### config.mk
export PLATFORM = sky130hd
export DESIGN_NAME = johnson_phase_monitor
export DESIGN_NICKNAME = d
export VERILOG_FILES = /design/src/rtl/johnson_phase_monitor.sv
export SDC_FILE = /design/constraint.sdc
export NUM_CORES = 1
export LEC_CHECK = 0
export ABC_AREA = 1
export CORE_ASPECT_RATIO = 1.5
export CORE_MARGIN = 3
export CORE_UTILIZATION = 30
export DETAILED_ROUTE_END_ITERATION = 10
export PLACE_DENSITY = 0.49
export SYNTH_ARGS = -nofsm -noshare
export SYNTH_HDL_FRONTEND = slang
export SYNTH_SLANG_ARGS = --single-unit
### constraint.sdc
create_clock -name clk -period 2.1 [get_ports clk]
set_clock_uncertainty 0.05 [all_clocks]
set_input_delay 0.315 -clock clk [delete_from_list [all_inputs] [get_ports clk]]
set_output_delay 0.315 -clock clk [all_outputs]
set_load 0.05 [all_outputs]
### src/rtl/johnson_phase_monitor.sv
// ---------------------------------------------------------------------------
// johnson_phase_monitor
//
// Watches the code coming out of a 4-bit Johnson (twisted-ring) counter and
// produces the following:
//   * the decoded phase, both as an index and as a one-hot vector
//   * a check that each new code is a legal successor of the previous one
//   * a lock indication
//   * a count of completed revolutions while locked
//
// Ports
//   clk           in   rising-edge clock
//   reset         in   asynchronous active-high reset
//   count_in      in   [3:0] Johnson code from the upstream counter
//   clear_err     in   synchronous clear of err_sticky (a set in the same
//                      cycle takes priority)
//   phase         out  [2:0] index of the last legal code
//   phase_onehot  out  [7:0] one-hot of phase, zero while the code is illegal
//   valid_code    out  last sampled code is legal
//   locked        out  lock FSM is in LOCKED
//   err_illegal   out  one-cycle pulse, illegal code sampled
//   err_skip      out  one-cycle pulse, legal code that is neither hold nor step
//   err_sticky    out  latched OR of both error pulses
//   rev_count     out  [REV_W-1:0] revolutions completed while locked
//   rev_tick      out  one-cycle pulse when rev_count increments
//
// Lock FSM
//   state     | meaning
//   ----------+-------------------------------------------------------------
//   UNLOCKED  | no run of legal steps in progress
//   ACQUIRE   | counting consecutive steps (holds allowed) toward LOCK_COUNT
//   LOCKED    | sequence trusted; steps and holds keep it, any fault drops it
//
// All outputs are registered, so they reflect the code sampled on the most
// recent rising edge.
// ---------------------------------------------------------------------------
module johnson_phase_monitor #(
   parameter int LOCK_COUNT = 4,
   parameter int REV_W      = 8
) (
   input  logic             clk,
   input  logic             reset,
   input  logic [3:0]       count_in,
   input  logic             clear_err,
   output logic [2:0]       phase,
   output logic [7:0]       phase_onehot,
   output logic             valid_code,
   output logic             locked,
   output logic             err_illegal,
   output logic             err_skip,
   output logic             err_sticky,
   output logic [REV_W-1:0] rev_count,
   output logic             rev_tick
);

   typedef enum logic [1:0] {
      S_UNLOCKED = 2'd0,
      S_ACQUIRE  = 2'd1,
      S_LOCKED   = 2'd2
   } state_t;

   // Returns {legal, index}. Illegal codes return index 0, which is never
   // used because the legal bit gates every consumer.
   function automatic logic [3:0] decode(input logic [3:0] code);
      logic [3:0] r;
      case (code)
         4'b0000: r = 4'b1_000;
         4'b0001: r = 4'b1_001;
         4'b0011: r = 4'b1_010;
         4'b0111: r = 4'b1_011;
         4'b1111: r = 4'b1_100;
         4'b1110: r = 4'b1_101;
         4'b1100: r = 4'b1_110;
         4'b1000: r = 4'b1_111;
         default: r = 4'b0_000;
      endcase
      return r;
   endfunction

   localparam logic [4:0] LOCK_TARGET = 5'(LOCK_COUNT);

   state_t     state;
   state_t     state_next;
   logic [3:0] prev_code;
   logic       have_prev;
   logic [3:0] streak;
   logic [3:0] streak_next;

   logic [3:0] dec;
   logic       code_legal;
   logic [2:0] code_idx;
   logic [3:0] succ_code;
   logic       cls_hold;
   logic       cls_step;
   logic       cls_skip;
   logic       cls_illegal;
   logic       fault;
   logic [4:0] streak_inc;
   logic       rev_hit;

   assign dec        = decode(count_in);
   assign code_legal = dec[3];
   assign code_idx   = dec[2:0];

   // The legal successor of any code is a left shift that feeds in the
   // inverted MSB.
   assign succ_code  = {prev_code[2:0], ~prev_code[3]};

   // The first sample after reset has no predecessor. It is checked only
   // for legality, and it never raises an error.
   assign cls_illegal = have_prev & ~code_legal;
   assign cls_hold    = have_prev & code_legal & (count_in == prev_code);
   assign cls_step    = have_prev & code_legal & (count_in == succ_code);
   assign cls_skip    = have_prev & code_legal & ~cls_hold & ~cls_step;
   assign fault       = cls_illegal | cls_skip;

   assign streak_inc  = {1'b0, streak} + 5'd1;

   // A revolution is counted only when the FSM was already LOCKED before
   // this edge.
   assign rev_hit     = cls_step & (prev_code == 4'b1000) & (state == S_LOCKED);

   always_comb begin
      state_next  = state;
      streak_next = streak;
      case (state)
         S_UNLOCKED: begin
            if (cls_step) begin
               streak_next = 4'd1;
               state_next  = (LOCK_TARGET == 5'd1) ? S_LOCKED : S_ACQUIRE;
            end
         end
         S_ACQUIRE: begin
            if (fault) begin
               streak_next = 4'd0;
               state_next  = S_UNLOCKED;
            end else if (cls_step) begin
               streak_next = streak_inc[3:0];
               if (streak_inc == LOCK_TARGET) begin
                  state_next = S_LOCKED;
               end
            end
         end
         S_LOCKED: begin
            if (fault) begin
               streak_next = 4'd0;
               state_next  = S_UNLOCKED;
            end
         end
         default: begin
            streak_next = 4'd0;
            state_next  = S_UNLOCKED;
         end
      endcase
   end

   always_ff @(posedge clk or posedge reset) begin
      if (reset) begin
         state     <= S_UNLOCKED;
         streak    <= 4'd0;
         prev_code <= 4'b0000;
         have_prev <= 1'b0;
      end else begin
         state     <= state_next;
         streak    <= streak_next;
         // Illegal codes are loaded as well. Leaving an illegal code
         // therefore always reads as a skip.
         prev_code <= count_in;
         have_prev <= 1'b1;
      end
   end

   always_ff @(posedge clk or posedge reset) begin
      if (reset) begin
         phase        <= 3'd0;
         phase_onehot <= 8'd0;
         valid_code   <= 1'b0;
      end else begin
         valid_code <= code_legal;
         if (code_legal) begin
            phase        <= code_idx;
            phase_onehot <= 8'b0000_0001 << code_idx;
         end else begin
            phase_onehot <= 8'd0;
         end
      end
   end

   always_ff @(posedge clk or posedge reset) begin
      if (reset) begin
         err_illegal <= 1'b0;
         err_skip    <= 1'b0;
         err_sticky  <= 1'b0;
      end else begin
         err_illegal <= cls_illegal;
         err_skip    <= cls_skip;
         err_sticky  <= (err_sticky & ~clear_err) | cls_illegal | cls_skip;
      end
   end

   always_ff @(posedge clk or posedge reset) begin
      if (reset) begin
         rev_count <= '0;
         rev_tick  <= 1'b0;
      end else begin
         rev_tick <= rev_hit;
         if (rev_hit) begin
            rev_count <= rev_count + REV_W'(1);
         end
      end
   end

   assign locked = (state == S_LOCKED);

endmodule

==> flow_summary.toml <==
[logic_synthesis]
synth_compound_area_frac = 0.03675
ys_seq_elements = 35
avgSynthCellArea_um2 = 8.765
syn-num-nets = 211
synth_simple_gate_area_frac = 0.3053
synth_warnings = 0
yosysSeqAreaShare = 0.4947
synth_top_family_by_area = "simple AND/OR/NAND/NOR gates"
synth.distinct_cells = 27
synth.area.mux_share = 0
synthXorXnorAreaFrac = 0.04876
yosys.area_share.adder = 0.01413
synthesis.area_um2 = 1770
syn_inst = 202

[clock_tree]
cts.repair.resized = 0
clockRootBuffer = "clkbuf_8"
htreeDepth = 2
cts_buffers = 5
clk_pin_slew_worst_paths_ps = 70
postCtsSetupBuffers = 0
cts_tree = "done"
ctsHoldBuffers = 0
cts_buffer_depth = 2
clk_latency_ps = 280
cts_sinks = 35

[drt]
wl_met1_mm = 1.521
met3_wirelength_um = 141
met2_length_mm = 1.704
totalWireLength_mm = 3.436
routed.top_layer = "met4"
wl_per_cell_um = 10.70
final_antenna_net_count = 0
via_count = 1346
viasPerCell = 4.193
drt_pass1_iterations = 4
drt_iter0_markers = 45
drc = 0

[timing]
hold_viol = 0
fmax_mhz = 517.8
period_minus_slack_ps = 1931
setup_slack_ps = 168.8
period_share = 0.9196
max_slew_margin = 0.6677
setup_viol = 0
worst_pin_slew_ps = 496.8
rsz0062_at_grt = "no"
drv_slew = 0

[layout]
multi_input_area_um2 = 720.7
drive_above_1_share = 0.1833
area_growth_pct = 32.23
design_area_um2 = 2341
final_net_count = 260
fillers = 587
num_antenna_cells = 0
seqCellArea_um2 = 875.8
final_cells = 321

[worst_setup_path]
critPathBufInv = 1
rr_worst_depth = 13
reg2reg_to = "state[0]"
cp_max_fo = 6
cp-start-kind = "register"
rrSetupSlack_ps = 630
cp.depth = 1
reg2reg_from = "prev_code[2]"
critPathCaptureType = "output pin"
crit_chain = "clkdlybuf4s50_1"
required_ps = 1740
cp_slowest_stage_delay_ps = 840
slowest_stage = "clkdlybuf4s50_1"
crit_family = "buffers and inverters"
worst-setup-path-type = "register to output pin"
arrival_ps = 1570

[grt]
grt_overflow = 0
grt_pass1_wl_mm = 6.003
grt_max_degree = 36
grt_antenna_before_repair = 0
grt.total_usage = 0.1163
grt_pass1_vias = 1373

[placed_design]
dp_hpwl_mm = 2.608
place_ws_ps = -5.414
port_buffers = 31
finalWeightedCongestion = 0.8122
placedInstanceArea_um2 = 2253
dp.cells = 314

[die]
fp.dieW_um = 68.73
start_util = 0.3176
coreArea_um2 = 5574
dieArea_um2 = 6878
fp-row-count = 33
dieHeight_um = 100.1
io_pins = 32

[status]
status = "finished clean"

[pwr]
power.leakage_nw = 1.259
pwr_density_cell_nw_per_um2 = 686.6
ir_drop_mv = 0.2321
p_total_mw = 1.607

[min_path]
min_path_type = "input pin to asynchronous set/reset pin"

[job]
cap_violations = 0
==> cells by family after synthesis <==
| logic type | Yosys count |
|---|---|
| and+or+nand+nor | 104 |
| buffers and inverters | 40 |
| DFF | 35 |
| AOI/OAI and AO/OA | 11 |
| xor gates and xnor gates | 9 |
| adders and majority gates | 2 |
| other | 1 |
==> per-layer routing <==
metal  global-route usage  vias up
met1               0.1387      599
met3              0.02688        4
met4              0.05856        0
met5                    0        -
met2               0.1906       24
li1                     -      719
==> power breakdown <==
group | leakage (nW) | internal (mW) | switching (mW)
clock | 0.0470 | 0.257 | 0.231
combinational | 0.752 | 0.129 | 0.236
sequential | 0.461 | 0.724 | 0.0310
total | 1.26 | 1.11 | 0.498
==> cells in the mapped netlist <==
cell type	number	area (um^2)
nor3_1	1	5.000
nor2_8	1	20.02
nand4_1	10	62.56
inv_2	4	15.01
nand2_4	4	45.04
ha_1	2	25.02
a21oi_1	4	20.02
conb_1	1	3.750
dfrtp_1	35	875.8
xor2_1	4	35.03
nand2_2	6	37.54
a22o_2	1	10.01
buf_6	2	22.52
nand3_2	3	30.03
buf_4	1	7.510
o21ai_1	4	20.02
nor2_1	11	41.29
inv_4	2	12.51
xnor2_2	1	16.27
nand4_4	1	21.27
nand3_4	1	17.52
xnor2_1	4	35.03
a32o_1	1	10.01
nand2_1	56	210.2
o21ai_0	1	5.000
nand3_1	10	50.05
inv_1	31	116.4
==> layout by cell type, fill, tap and decap left out, types with 2 or more instances in the layout <==
cell type,count
ha_1,2
nand2_4,4
clkdlybuf4s50_1,30
nor2_1,11
a21oi_1,4
buf_4,14
inv_4,2
inv_2,4
xnor2_1,4
inv_1,31
nand4_1,10
xor2_1,4
clkbuf_8,6
nand3_2,3
nand2_1,56
o21ai_1,4
nand2_2,6
nand3_1,10
dfrtp_1,35
==> stage by stage <==
step / hold WS [ps] / setup TNS [ps] / util
finish: 398.6 / 0 / 0.4200
global route: 445.7 / 0 / 0.4200
CTS: 404.0 / 0 / 0.4200
detailed placement: 437.3 / -5.414 / 0.4043
global placement: 444.9 / 0 / 0.4043
floorplan: 296.4 / 0 / -
==> flip-flops by register name (all words and copies together) (netlist names) <==
name,cells
err_illegal,1
err_skip,1
err_sticky,1
have_prev,1
phase,3
phase_onehot,8
prev_code,4
rev_count,8
rev_tick,1
state,2
streak,4
valid_code,1
==> worst max path at each step <==
stage                       startpoint            to
after floorplan               state[1]  rev_count[2]
after global placement     count_in[2]      state[0]
after detailed placement   count_in[1]      state[0]
after CTS                 rev_count[4]  rev_count[4]
after global routing      rev_count[4]  rev_count[4]
final                     rev_count[4]  rev_count[4]
==> area by class of cell <==
type	instances	share of cell area
flip-flops and latches	35	0.3741
multi-input cells	127	0.3079
repair buffers	45	0.1817
inverters	37	0.06146
well taps	70	0.03741
clock buffers	6	0.03528
clock inverters	1	0.002138
Note: power is estimated with default switching activity, not from simulation.
